File: src/rtl/pkt_pkg.sv
// Shared constants and state type for the A5/C3 header + payload serial link.
package pkt_pkg;
  localparam logic [7:0] HDR_TEMP  = 8'hA5;
  localparam logic [7:0] HDR_CHECK = 8'hC3;

  typedef enum logic [2:0] {IDLE, HDR, GAP, LOAD, DATA} tx_state_t;
endpackage

File: src/rtl/tx_shift_reg.sv
// 8-bit MSB-first load/shift register; each bit is held for BIT_DIV enabled cycles.
module tx_shift_reg #(
  parameter int BIT_DIV = 1
) (
  input  logic       clk_50,
  input  logic       reset,
  input  logic       load,
  input  logic       enable,
  input  logic [7:0] load_data,
  output logic       ser_bit,
  output logic       last_bit
);
  localparam int            DW       = $clog2(BIT_DIV + 1);
  localparam logic [DW-1:0] DIV_LAST = DW'(BIT_DIV - 1);

  logic [7:0]    shift;
  logic [2:0]    bit_cnt;
  logic [DW-1:0] div_cnt;

  // Counters park on the final bit until the next load, so nothing wraps.
  always_ff @(posedge clk_50 or posedge reset) begin
    if (reset) begin
      shift   <= '0;
      bit_cnt <= '0;
      div_cnt <= '0;
    end else if (load) begin
      shift   <= load_data;
      bit_cnt <= '0;
      div_cnt <= '0;
    end else if (enable && !last_bit) begin
      if (div_cnt == DIV_LAST) begin
        div_cnt <= '0;
        shift   <= {shift[6:0], 1'b0};
        bit_cnt <= bit_cnt + 3'd1;
      end else begin
        div_cnt <= div_cnt + DW'(1);
      end
    end
  end

  assign ser_bit  = shift[7];
  assign last_bit = (bit_cnt == 3'd7) && (div_cnt == DIV_LAST);
endmodule

File: src/rtl/pkt_tx_50.sv
// Packet transmitter: header byte then PAYLOAD_BYTES bytes from a show-ahead FIFO,
// each byte framed by data_ena and followed by GAP_CYC idle cycles.
module pkt_tx_50
  import pkt_pkg::*;
#(
  parameter int PAYLOAD_BYTES = 4,
  parameter int BIT_DIV       = 1,
  parameter int GAP_CYC       = 2
) (
  input  logic       clk_50,
  input  logic       reset,
  input  logic       tx_start,
  input  logic       pkt_type,
  input  logic       fifo_empty,
  input  logic [7:0] fifo_data,
  output logic       rd_fifo,
  output logic       serial_data,
  output logic       data_ena,
  output logic       busy,
  output logic       stall,
  output logic       byte_sent,
  output logic       pkt_done
);
  localparam logic [3:0] GAP_LAST = 4'(GAP_CYC - 1);
  localparam logic [7:0] P_LAST   = 8'(PAYLOAD_BYTES);

  tx_state_t  state;
  logic [3:0] gap_cnt;
  logic [7:0] byte_cnt;
  logic       in_byte, sh_load, sh_bit, sh_last;
  logic [7:0] sh_data;

  assign in_byte = (state == HDR) || (state == DATA);
  assign sh_load = ((state == IDLE) && tx_start) || ((state == LOAD) && !fifo_empty);
  assign sh_data = (state == IDLE) ? (pkt_type ? HDR_CHECK : HDR_TEMP) : fifo_data;

  tx_shift_reg #(.BIT_DIV(BIT_DIV)) u_shift (
    .clk_50    (clk_50),
    .reset     (reset),
    .load      (sh_load),
    .enable    (in_byte),
    .load_data (sh_data),
    .ser_bit   (sh_bit),
    .last_bit  (sh_last)
  );

  always_ff @(posedge clk_50 or posedge reset) begin
    if (reset) begin
      state    <= IDLE;
      gap_cnt  <= '0;
      byte_cnt <= '0;
    end else begin
      case (state)
        IDLE: if (tx_start) begin
          state    <= HDR;
          byte_cnt <= '0;
        end
        HDR, DATA: if (sh_last) begin
          state   <= GAP;
          gap_cnt <= '0;
        end
        GAP: begin
          if (gap_cnt == GAP_LAST) state <= (byte_cnt == P_LAST) ? IDLE : LOAD;
          else                     gap_cnt <= gap_cnt + 4'd1;
        end
        LOAD: if (!fifo_empty) begin
          byte_cnt <= byte_cnt + 8'd1;
          state    <= DATA;
        end
        default: state <= IDLE;
      endcase
    end
  end

  // Outputs decode the registered state, so async reset clears them at once.
  assign data_ena    = in_byte;
  assign serial_data = in_byte & sh_bit;
  assign byte_sent   = in_byte & sh_last;
  assign rd_fifo     = (state == LOAD) & ~fifo_empty;
  assign stall       = (state == LOAD) & fifo_empty;
  assign busy        = (state != IDLE);
  assign pkt_done    = (state == GAP) && (gap_cnt == GAP_LAST) && (byte_cnt == P_LAST);
endmodule

File: config.mk
export PLATFORM = sky130hd
export DESIGN_NAME = pkt_tx_50
export DESIGN_NICKNAME = d
export VERILOG_FILES = /design/src/rtl/pkt_pkg.sv /design/src/rtl/tx_shift_reg.sv /design/src/rtl/pkt_tx_50.sv
export SDC_FILE = /design/constraint.sdc
export NUM_CORES = 1
export LEC_CHECK = 0
export ABC_AREA = 1
export BUFFER_PORTS_ARGS = -buffer_cell sky130_fd_sc_hd__buf_2
export CORE_ASPECT_RATIO = 1.25
export CORE_MARGIN = 5
export CORE_UTILIZATION = 57
export CTS_BUF_LIST = sky130_fd_sc_hd__clkbuf_4 sky130_fd_sc_hd__clkbuf_8 sky130_fd_sc_hd__clkbuf_16
export CTS_CLUSTER_DIAMETER = 200
export DETAILED_ROUTE_END_ITERATION = 8
export PLACE_DENSITY = 0.76
export SETUP_SLACK_MARGIN = 0.02
export SLEW_MARGIN = 25
export SYNTH_ARGS = -nofsm -noshare
export SYNTH_HDL_FRONTEND = slang
export SYNTH_SLANG_ARGS = --single-unit
File: constraint.sdc
create_clock -name clk_50 -period 1.9 [get_ports clk_50]
set_clock_uncertainty 0.1 [all_clocks]
set_input_delay 0.095 -clock clk_50 [delete_from_list [all_inputs] [get_ports clk_50]]
set_output_delay 0.095 -clock clk_50 [all_outputs]
set_load 0.01 [all_outputs]
=== After elaboration in Yosys (flattened, before gate mapping) ===
Cells that the tools add are included.

* $add $sub $neg: 4
* Equal/unequal tests: 13
* Multiplexer cells: 23
* Bitwise operators: 6
* Reduce and logical (&&, ||, !) cells: 20

{| class="wikitable"
|+ Operators by type and width
! operator !! number
|-
| two-way mux 8 bit || 6
|-
| two-way mux 3 bit || 7
|-
| case mux 8 bit (2 select lines) || 1
|-
| inequality test 2 bit, second input constant || 6
|-
| case mux 3 bit (4 select lines) || 1
|-
| adder 8 x 1 -> 8 bit, second input constant || 1
|-
| equality test 8 x 3 -> 1 bit, second input constant || 1
|-
| two-way mux 4 bit || 2
|-
| case mux 4 bit (2 select lines) || 1
|-
| two-way mux 7 bit || 1
|-
| equality test 3 x 2 -> 1 bit, second input constant || 2
|-
| equality test 3 bit, second input constant || 2
|-
| logical AND 1 bit || 6
|-
| AND reduction 3 bit || 2
|-
| nonzero test 2 bit || 3
|-
| adder 4 x 1 -> 4 bit, second input constant || 1
|-
| AND 1 bit || 4
|-
| equality test 4 x 1 -> 1 bit, second input constant || 1
|-
| AND reduction 4 bit || 1
|-
| adder 3 x 1 -> 3 bit, second input constant || 1
|-
| equality test 3 x 1 -> 1 bit, second input constant || 1
|-
| zero test 3 bit || 1
|-
| two-way mux 1 bit || 3
|-
| nonzero test 3 bit || 1
|-
| 7 further kinds || 10
|}

* Register bits: 27
* Output and inout bits: 7

=== Logic depth before layout (Yosys ltp) ===
Gate-level depths: netlist (run 1).

* Depth after elaboration: 6
* Gate-level depth with buffers: 9

=== Hierarchy ===
Synthesis (run 1) repeated with hierarchy kept, for this count alone.

* Cell total of the unflattened synthesis: 233
* Area total of the unflattened synthesis: 1714.1 um2

{| class="wikitable"
|+ By module, submodules not included
! module !! instances !! cells an instance !! area an instance (um2) !! seq. area each (um2)
|-
| pkt_tx_50 || 1 || 155 || 1076.0 || 375.4
|-
| tx_shift_reg || 1 || 78 || 638.1 || 275.3
|}

=== Least setup slack after synthesis (run 1) ===
OpenSTA, ideal clock, no wires.

* Path kind: register to register
* From: register u_shift.bit_cnt[0]
* To: register u_shift.shift[4]
* Arrival: 1.302 ns
* Data required time: 1.683 ns
* Path slack: 0.382 ns
* Cell stages (with the launch flop): 9
* Buffers on the path: 0
* Period minus slack after synthesis: 1.518 ns
* Cell sequence: dfrtp_1 > ha_1 > ha_1 > inv_1 > nand4_2 > inv_1 > nor2_4 > nand2_1 > nand2_1

* Longest elaborated chain between the ends: 6

{| class="wikitable"
|+ RTL lines
! item !! RTL line !! RTL
|-
| start, declared || tx_shift_reg.sv:17 || <nowiki>logic [2:0] bit_cnt;</nowiki>
|-
| start signal, assigned || tx_shift_reg.sv:34 || <nowiki>bit_cnt <= bit_cnt + 3'd1;</nowiki>
|-
| equality test 3 bit || tx_shift_reg.sv:42 || <nowiki>assign last_bit = (bit_cnt == 3'd7) && (div_cnt == DIV_LAST);</nowiki>
|-
| logical AND 1 bit || tx_shift_reg.sv:42 ||
|-
| zero test 1 bit || tx_shift_reg.sv:30 || <nowiki>end else if (enable && !last_bit) begin</nowiki>
|-
| logical AND 1 bit || tx_shift_reg.sv:30 ||
|-
| nonzero test 2 bit (no source line) || n/a ||
|-
| AND reduction 2 bit (no source line) || n/a ||
|-
| end signal, assigned || tx_shift_reg.sv:27 || <nowiki>shift <= load_data;</nowiki>
|-
| end signal, assigned || tx_shift_reg.sv:33 || <nowiki>shift <= {shift[6:0], 1'b0};</nowiki>
|-
| end, declared || tx_shift_reg.sv:16 || <nowiki>logic [7:0] shift;</nowiki>
|}

Every way passes these cells.
A chain may end at the register's enable or synchronous reset.

=== Worst setup path in the final report (run 1) ===
* From: register state[1]
* To: output busy

* Longest elaborated chain between the ends: 1

{| class="wikitable"
|+ RTL lines
! item !! RTL line !! RTL
|-
| start, declared || pkt_tx_50.sv:27 || <nowiki>tx_state_t state;</nowiki>
|-
| start signal, assigned || pkt_tx_50.sv:63 || <nowiki>if (gap_cnt == GAP_LAST) state <= (byte_cnt == P_LAST) ? IDLE : LOAD;</nowiki>
|-
| nonzero test 3 bit || pkt_tx_50.sv:81 || <nowiki>assign busy = (state != IDLE);</nowiki>
|-
| end, declared || pkt_tx_50.sv:19 || <nowiki>output logic busy,</nowiki>
|}

Every way passes these cells.

==> results of run 1 <==
## worst reg2reg max path: stages (launching register included)
cell and delay, ps:
dfrtp_1 420, ha_1 200, ha_1 170, inv_1 130
nand4_2 190, inv_1 200, nor2_4 90, nand2_1 70
nand2_1 50
## placed cells by master, fill, tap and decap left out
cell           count
nand2_1          103
inv_1             31
dfrtp_1           24
buf_2             19
nand3_1           14
nor2_1            13
nand4_1            8
o21ai_0            7
ha_1               6
dlygate4sd3_1      5
nor2_4             3
nand3b_1           3
a21oi_1            3
clkbuf_4           3
buf_4              3
nand2_4            2
nor2_2             2
xor2_1             2
dfrtp_2            2
nand2_2            1
inv_2              1
nand3_4            1
nand4_2            1
nor3_1             1
or2_2              1
nor3_2             1
bufinv_16          1
## layer usage
layer / wire (um) / up-vias / GRT usage
met5: 0 / - / 0
met4: 67 / 0 / 0.0696
met3: 115 / 7 / 0.0368
met2: 1710 / 27 / 0.317
met1: 1560 / 679 / 0.256
li1: - / 780 / -
## flip-flops by register name (all words and copies together) (netlist names)
name             flops
byte_cnt             8
u_shift.shift        8
gap_cnt              4
state                3
u_shift.bit_cnt      3
## layout make-up
class,count,area [um2],share of cell area
multi-input cells,172,847,0.450
flip-flops and latches,26,653,0.347
repair buffers,27,168,0.0890
inverters,32,120,0.0638
well taps,34,42.5,0.0226
clock inverters,1,30.0,0.0159
clock buffers,3,22.5,0.0120
## power by group
group | leakage, nW | internal, mW | total (mW) | switching [mW]
sequential | 0.340 | 0.742 | 0.933 | 0.191
clock | 0.0279 | 0.214 | 0.388 | 0.175
combinational | 0.724 | 0.473 | 1.37 | 0.900
## repair_timing
action / 4_1_cts / 5_1_grt
resized for setup: 0 / 4
hold buffers: 5 / 0
hold endpoints to repair: 30 / 0
setup endpoints to repair: 0 / 5
## kinds of logic after synthesis
kind of cell / count (synthesis)
adders and majority gates: 6
buffers and inverters: 34
AOI/OAI and AO/OA: 10
and+or+nand+nor: 154
DFF: 26
xor gates and xnor gates: 2
## worst max-delay path by stage
stage	to	cells after the start	start	slack [ps]
after floorplan	u_shift.shift[4]	8	u_shift.bit_cnt[0]	380
after CTS	byte_sent	5	state[0]	90
after detailed placement	u_shift.shift[2]	8	u_shift.bit_cnt[0]	240
after global placement	u_shift.bit_cnt[0]	6	state[0]	280
final	busy	3	state[1]	160
after global routing	busy	3	state[1]	40
==> qor.txt, run 1 <==
Standby leakage power -> 1.09 nW
Final WL -> 3.45 mm
Clock-pin slew on the worst setup and hold paths -> 150 ps
Worst-Margin Slew -> 340 ps
Slowest cell on the critical path -> dfrtp_1
Simple-Gate Fraction of Synth Area -> 0.425
Most common flop cell mapped by yosys -> dfrtp_1
Post-synthesis async set-or-reset flop share -> 1.00
Worst-case clock buffer depth -> 2
CORE AREA -> 2730 um2
Via/cell ratio -> 5.06
Area of the die -> 4060 um2
Worst-path cell chain -> nor2_2 -> nand2_1 -> buf_2
Final ANT Viol Nets -> 0
CP Max Fanout -> 8
Final hold vios -> 0
Hold Startpoint -> fifo_data[7]
Fin cells -> 295
Initial antenna violation count -> 0
CTS tree -> done
DRT iter0 DRCs -> 60
Largest family of logic cells by synthesized area -> simple AND/OR/NAND/NOR gates
IO buf count -> 19
Die height -> 70 um
Clock Sinks -> 26
# IOs -> 20
P per Cell Area -> 1430 nW/um2
Post-synthesis compound-gate area fraction -> 0.0305
Global Route Usage Sum -> 0.195
GRT overflow -> 0
Final Cycle Share -> 0.916
WS Path Type -> reg2out
Ys Warns -> 0
Die W -> 58 um
Post-DP HPWL -> 2.59 mm
Setup ws final -> 159 ps
Post-synthesis register bit count -> 26
Initial Util -> 0.601
Slew headroom -> 0.774
Post-Synthesis Cells -> 232
RD Place Congestion -> 0.793
Xor/xnor share of the synthesized area -> 0.0107
CP Launch Type -> flop
Via count -> 1,493
RR Endpoint -> u_shift.shift[2]
FMAX -> 0.575 GHz
# Post-CTS Setup Buffers -> 0
Multiplexer share of the synthesized area -> 0
Max Cap Viol -> 0
CP arrival -> 1550 ps
Placement Cell Area -> 1770 um2
Worst min path class -> in2reg
Std-Cell Rows -> 21
Layout Utilization -> 0.689
Min Hold Slack -> 9.43 ps
Reg2reg start -> u_shift.bit_cnt[0]
Hold EP -> u_shift.shift[7]
Max VDD drop -> 0.000899 V
Largest net degree at the start of global routing -> 27
Final-report max-slew violation count -> 0
Pre-antenna DRT Iters -> 4
CP max stage delay -> 500 ps
WL per Instance -> 11.7 um
Synth top area share -> 0.396
Post-synth top cells -> 103 x nand2_1, 31 x inv_1, 26 x dfrtp_1
Adder and majority gate portion of the synthesized area -> 0.0457
Worst reg2reg path depth -> 8
Count leader, synth -> nand2_1
Library cells used by synthesis -> 22
Leading area contributor after synthesis -> dfrtp_1
DRC viols -> 0
Setup crit end kind -> primary output
Worst hold stages -> 7
Vias in the first global route -> 1,403
Num CTS Buffers -> 3
Pwr Total -> 2.69 mW
# fillers -> 260
CTS Root Cell -> clkbuf_4
Outcome -> finished clean
Crit path time final -> 1740 ps
Fin area -> 1880 um2
Setup TNS -> 0 ps
Critical path buffers and inverters -> 1
Final setup violation count -> 0
H-tree depth -> 1
Nets@finish -> 281
Area growth, synth to finish -> 14.7%
RSZ-0062 raised after global routing -> false
Pre-CTS setup slack -> 240 ps
Placed cell count -> 286
EDFF count, synth -> 0
Seq/Total Area, Yosys -> 0.396
ANT cells -> 0
Setup slack, reg-to-reg -> 190 ps
Synthesized Nets -> 251
Skew-Pair Late Insertion Delay -> 330 ps
Crit path max-delay family -> simple AND/OR/NAND/NOR gates
Mapped cell area -> 1640 um2
Syn avg cell area -> 7.08 um2
Layout cells sized above 1 -> 0.157
First-pass GRT wire length -> 6.18 mm
CP Data Required Time -> 1700 ps
Area contributors post-synth -> dfrtp_1 40%, nand2_1 24%, inv_1 7.1%, ha_1 4.6%, nand3_1 4.3%
No activity file was read; power rests on OpenSTA's default activity.
==> inputs of run 2 (changes only) <==
--- a/config.mk
+++ b/config.mk
@@ -7,3 +7,2 @@
 export LEC_CHECK = 0
-export ABC_AREA = 1
 export BUFFER_PORTS_ARGS = -buffer_cell sky130_fd_sc_hd__buf_2
@@ -11,3 +10,3 @@
 export CORE_MARGIN = 5
-export CORE_UTILIZATION = 57
+export CORE_UTILIZATION = 56
 export CTS_BUF_LIST = sky130_fd_sc_hd__clkbuf_4 sky130_fd_sc_hd__clkbuf_8 sky130_fd_sc_hd__clkbuf_16
--- a/constraint.sdc
+++ b/constraint.sdc
@@ -4,2 +4,2 @@
 set_output_delay 0.095 -clock clk_50 [all_outputs]
-set_load 0.01 [all_outputs]
+set_load 0.1 [all_outputs]
==> qor.txt, run 2 <==
IO buf count -> 19 (unchanged)
WS Path Type -> reg2out
Via count -> 1,403 (-6.0%)
Min Hold Slack -> 4.91 ps (-4.52 ps)
Standby leakage power -> 0.969 nW (-11%)
Final WL -> 3.84 mm (+11%)
CP Launch Type -> flop
DRT iter0 DRCs -> 63 (+5.0%)
H-tree depth -> 1 (unchanged)
FMAX -> 0.500 GHz (-13%)
WL per Instance -> 16.2 um (+39%)
Max VDD drop -> 0.00177 V (+97%)
Largest net degree at the start of global routing -> 27 (unchanged)
GRT overflow -> 0 (unchanged)
P per Cell Area -> 1590 nW/um2 (+11%)
Area growth, synth to finish -> 38.4%
RSZ-0062 raised after global routing -> true
Clock Sinks -> 26 (unchanged)
Most common flop cell mapped by yosys -> dfrtp_1
Via/cell ratio -> 5.92 (+17%)
Clock-pin slew on the worst setup and hold paths -> 140 ps (about the same)
CORE AREA -> 2480 um2 (-9.3%)
Crit path time final -> 2000 ps (+258 ps)
Slew headroom -> 0.675 (-0.0990)
CTS Root Cell -> clkbuf_4
RD Place Congestion -> 0.803 (+1.3%)
EDFF count, synth -> 0 (unchanged)
# IOs -> 20 (unchanged)
Worst-Margin Slew -> 488 ps (+149 ps)
Num CTS Buffers -> 3 (unchanged)
Post-Synthesis Cells -> 160 (-31%)
Count leader, synth -> dfrtp_1
Pwr Total -> 3.26 mW (+21%)
Area of the die -> 3770 um2 (-7.2%)
Final hold vios -> 0 (unchanged)
Area contributors post-synth -> dfrtp_1 44%, o21ai_0 5.4%, nand2_1 5.3%, ha_1 5.1%, nand3_1 3.7%
Die W -> 55.9 um (-3.6%)
Vias in the first global route -> 1,483 (+5.7%)
Most frequent cells in the layout -> 24 x dfrtp_1, 21 x nand2_1, 20 x buf_4
CP Data Required Time -> 1700 ps (about the same)
Die height -> 67.4 um (-3.7%)
Library cells used by synthesis -> 42 (+91%)
Final Cycle Share -> 1.05 (+0.136)
Outcome -> complete, but fails checks
Std-Cell Rows -> 20 (-4.8%)
Setup crit end kind -> primary output
Initial Util -> 0.595 (-0.00528)
DRC viols -> 0 (unchanged)
CP arrival -> 1800 ps (+250 ps)
Syn avg cell area -> 9.22 um2 (+30%)
Commonest non-fill, non-tap cell in the layout -> dfrtp_1
First-pass GRT wire length -> 6.49 mm (+5.0%)
Failing checks -> negative setup slack
Final ANT Viol Nets -> 0 (unchanged)
Post-synthesis register bit count -> 26 (unchanged)
Initial antenna violation count -> 0 (unchanged)
Final-report max-slew violation count -> 0 (unchanged)
Skew-Pair Late Insertion Delay -> 330 ps (about the same)
Pre-antenna DRT Iters -> 5 (+1)
Leading area contributor after synthesis -> dfrtp_1
Synth top area share -> 0.441 (+0.0447)
Mapped cell area -> 1480 um2 (-10%)
Nets@finish -> 225 (-20%)
Top Registers -> byte_cnt x8, u_shift.shift x8, gap_cnt x4
Worst-case clock buffer depth -> 2 (unchanged)
Synthesized Nets -> 179 (-29%)
Global Route Usage Sum -> 0.222 (+0.0267)
CTS tree -> done
Seq/Total Area, Yosys -> 0.441 (+0.0447)
Post-synthesis async set-or-reset flop share -> 1.00 (unchanged)
Setup ws final -> -98.1 ps (-258 ps)
Ys Warns -> 0 (unchanged)
Worst min path class -> in2reg
CP Max Fanout -> 2 (-6)
Post-synth top cells -> 26 x dfrtp_1, 21 x nand2_1, 16 x o21ai_0
Post-DP HPWL -> 2.50 mm (-3.4%)
Layout cells sized above 1 -> 0.338 (+0.181)
Max Cap Viol -> 0 (unchanged)
Final setup violation count -> 1 (+1)
ANT cells -> 0 (unchanged)
-- run 2: cell types whose count changed in the layout (fill, tap and decap cells not counted), sizes merged, moves of 4 or more --
cell	delta
and2	+4
inv	-24
nand4	-7
o21ai	+9
nand3	-4
nor2	-5
buf	+19
nand2	-85
-- run 2: what timing repair did --
item / in CTS / in global routing
gates cloned: 0 / 0
hold endpoints to repair: 33 / 0
pin swaps: 2 / 2
resized for setup: 6 / 9
buffers inserted: 6 / 1
setup endpoints to repair: 3 / 11
hold buffers: 7 / 0
-- run 2: final timing paths --
path | from | slack [ps] | to | depth (start not counted)
worst max-delay path | byte_cnt[0] | -100 | pkt_done | 6
worst min-delay path | tx_start | 5 | state[0] | 3
worst max register to register | u_shift.bit_cnt[0] | 90 | u_shift.shift[7] | 5
worst min register to register | byte_cnt[7] | 390 | byte_cnt[7] | 1
max in group asynchronous | reset | 1170 | state[0] | 4
min in group asynchronous | reset | 250 | byte_cnt[1] | 4
-- run 2: cells by family (layout without fill, tap and decap cells) --
logic type      Yosys count  after routing  share of synthesized area
buf+inv                  16             60                     0.0534
simple gates             70             70                      0.250
xor+xnor                  1              1                    0.00594
mux                       3              3                     0.0221
flops                    26             26                      0.441
compound gates           38             38                      0.176
fa+ha+maj                 6              6                     0.0509
-- run 2: stage by stage --
| step | utilization | std cells | TNS, ps | area [um2] | setup slack, ps |
|---|---|---|---|---|---|
| after floorplan | - | 160 | -303 | 1560 | -151 |
| after global placement | 0.744 | 221 | 0 | 1840 | 114 |
| after detailed placement | 0.744 | 221 | 0 | 1840 | 46.9 |
| after CTS | 0.807 | 236 | -41.2 | 2000 | -41.2 |
| after global routing | 0.824 | 237 | -170 | 2040 | -169 |
| final | 0.824 | 237 | -98.1 | 2040 | -98.1 |
-- run 2: critical path, cell delays in order, from the launching register on --
cell and delay [ps]:
dfrtp_1 420, inv_1 70, ha_1 150, nor4b_4 230
nand3_2 160, nor3_4 240, buf_12 200
-- run 2: area by class of cell --
class                   count  area [um2]
clock buffers               3        22.5
fillers                   135         435
inverters                   9        37.5
multi-input cells         118         868
flip-flops and latches     26         653
well taps                  33        41.3
repair buffers             48         419
-- run 2: power breakdown --
part | internal [mW] | switching, mW | leakage, nW | total (mW)
Combinational | 0.912 | 1.22 | 0.619 | 2.13
Sequential | 0.741 | 0.144 | 0.336 | 0.885
Clock | 0.0748 | 0.170 | 0.0138 | 0.245
Total | 1.73 | 1.53 | 0.969 | 3.26
-- run 2: metal layers --
layer / routed length [um] / GRT usage
met2: 2030 / 0.408
met1: 1520 / 0.252
met4: 103 / 0.104
met5: 0 / 0
met3: 190 / 0.0402
==> inputs of run 3 (changes only) <==
ABC_AREA = 1   (was not set)
CELL_PAD_IN_SITES_DETAIL_PLACEMENT = 1   (was not set)
CELL_PAD_IN_SITES_GLOBAL_PLACEMENT = 2   (was not set)
CORE_UTILIZATION = 32   (was 56)
PLACE_DENSITY = 0.83   (was 0.76)
==> qor.txt, run 3 (synthesis gave the netlist of run 1 again) <==
Placed cell count -> 316 (+43%)
Setup crit end kind -> primary output
P per Cell Area -> 1610 nW/um2 (+0.79%)
Area growth, synth to finish -> 21.3%
Worst-path cell chain -> inv_1 -> ha_1 -> nand3_1 -> nor3_2 -> buf_12
Final-report max-slew violation count -> 0 (unchanged)
Pre-antenna DRT Iters -> 4 (-1)
Max Cap Viol -> 0 (unchanged)
Placement Cell Area -> 1900 um2 (+3.3%)
Reg2reg start -> u_shift.bit_cnt[0]
Slowest cell on the critical path -> dfrtp_1
Standby leakage power -> 1.11 nW (+14%)
RSZ-0062 raised after global routing -> false
Initial Util -> 0.325 (-0.270)
CORE AREA -> 5040 um2 (+100%)
Num CTS Buffers -> 3 (unchanged)
Crit path time final -> 1770 ps (-230 ps)
CP Max Fanout -> 5 (+3)
GRT met1 Usage -> 0.165 (-0.0866)
Multi-input logic area -> 855 um2 (-1.6%)
Global Route Usage Sum -> 0.131 (-0.0913)
Top Registers -> byte_cnt x8, u_shift.shift x8, gap_cnt x4
First-pass GRT wire length -> 6.91 mm (+6.5%)
Via count -> 1,504 (+7.2%)
Most frequent cells in the layout -> 101 x nand2_1, 30 x inv_1, 24 x dfrtp_1
Pwr Total -> 3.20 mW (-1.7%)
# IOs -> 20 (unchanged)
DRT iter0 DRCs -> 63 (unchanged)
RR Endpoint -> u_shift.bit_cnt[0]
Fin area -> 1990 um2 (-2.5%)
Post-DP HPWL -> 3.14 mm (+26%)
GRT busiest layer -> met2
GRT overflow -> 0 (unchanged)
Met2 Use GR -> 0.225 (-0.183)
Final Cycle Share -> 0.930 (-0.121)
CP Data Required Time -> 1700 ps (about the same)
Outcome -> finished clean
Die height -> 90.1 um (+34%)
Max VDD drop -> 0.00114 V (-36%)
Critical path buffers and inverters -> 2 (unchanged)
WS Path Type -> reg2out
FMAX -> 0.566 GHz (+13%)
Clock-pin slew on the worst setup and hold paths -> 100 ps (-40 ps)
Final WL -> 4.05 mm (+5.5%)
Worst-Margin Slew -> 483 ps (-5.25 ps)
ANT cells -> 0 (unchanged)
Fin cells -> 322 (+36%)
H-tree depth -> 1 (unchanged)
Worst min path class -> in2reg
Register area -> 653 um2 (unchanged)
CP arrival -> 1570 ps (-230 ps)
Slew headroom -> 0.680 (+0.00572)
Vias in the first global route -> 1,503 (+1.3%)
Largest net degree at the start of global routing -> 27 (unchanged)
Die W -> 74.1 um (+32%)
Setup slack, reg-to-reg -> 170 ps (+80 ps)
CTS tree -> done
Crit path max-delay family -> flip-flops
GR met3 Demand/Resource -> 0.0167 (-0.0234)
Hold Startpoint -> fifo_data[4]
Final ANT Viol Nets -> 0 (unchanged)
Worst-case clock buffer depth -> 2 (unchanged)
Worst reg2reg path depth -> 6 (+1)
# fillers -> 651 (+380%)
Worst hold stages -> 5 (+2)
Clock Sinks -> 26 (unchanged)
CP Launch Type -> flop
Skew-Pair Late Insertion Delay -> 280 ps (-50 ps)
Hold EP -> u_shift.shift[4]
Commonest non-fill, non-tap cell in the layout -> nand2_1
Std-Cell Rows -> 29 (+45%)
Final hold vios -> 0 (unchanged)
Layout cells sized above 1 -> 0.181 (-0.157)
Nets@finish -> 280 (+24%)
Initial antenna violation count -> 0 (unchanged)
CP max stage delay -> 430 ps (about the same)
Area of the die -> 6670 um2 (+77%)
# Post-CTS Setup Buffers -> 0 (-6)
Final setup violation count -> 0 (-1)
Min Hold Slack -> 3.00 ps (-1.90 ps)
RD Place Congestion -> 0.783 (-2.5%)
IO buf count -> 19 (unchanged)
Setup TNS -> 0 ps (+98.1 ps)
DRC viols -> 0 (unchanged)
WL per Instance -> 12.6 um (-22%)
Via/cell ratio -> 4.67 (-21%)
CTS Root Cell -> clkbuf_8
==> run 3: cell count changes in the layout (fill, tap and decap cells not counted), moves of 3 or more <==
cell,before,now
nand4_1,2,8
inv_1,8,30
nand2_1,21,101
nand2_2,0,3
buf_4,20,5
nand3_1,9,14
and2_1,3,0
dlygate4sd3_1,7,2
buf_6,3,0
and3_1,3,0
clkbuf_8,0,4
o21ai_0,15,7
==> run 3: how the worst max path moves through the flow <==
stage	depth (start not counted)	from	slack [ps]	to
floorplan	4	state[2]	-380	byte_sent
global placement	8	u_shift.bit_cnt[0]	160	u_shift.shift[2]
detailed placement	8	u_shift.bit_cnt[0]	150	u_shift.shift[3]
CTS	5	state[2]	30	byte_sent
global route	5	byte_cnt[0]	30	pkt_done
finish	5	byte_cnt[0]	130	pkt_done
==> run 3: area by class of cell <==
cell class	count	share of cell area
clock buffers	4	0.0277
repair buffers	26	0.116
flip-flops and latches	26	0.328
well taps	62	0.0390
multi-input cells	172	0.429
inverters	32	0.0603
==> run 3: layer usage <==
layer  vias to the layer above  wire (um)
met5                         -          0
met4                         0         59
met3                         5        112
met2                        23       2030
met1                       700       1850
li1                        776          -
==> run 3: power by group <==
group,internal [mW],switching (mW)
combinational,0.593,1.30
clock,0.186,0.191
sequential,0.743,0.182
==> run 3: worst reg2reg max path: cells and delay by family, from the launching register on <==
family | cells | cell delay [ps]
AO/OA/AOI/OAI | 1 | 100
flip-flops | 1 | 400
AND/OR/NAND/NOR | 2 | 490
buffers and inverters | 1 | 160
adder cells (fa/ha/maj) | 2 | 370
==> run 3: through the flow <==
step / setup WS (ps) / util
2_1_floorplan: -378 / -
3_3_place_gp: 160 / 0.377
3_5_place_dp: 153 / 0.377
4_1_cts: 28.4 / 0.392
5_1_grt: 32.3 / 0.395
6_report: 132 / 0.395
==> run 3: repair_timing <==
action                     in CTS  in global routing
hold endpoints to repair       27                  0
setup endpoints to repair       0                  8
gates resized for setup         0                  7
hold buffers                    2                  0
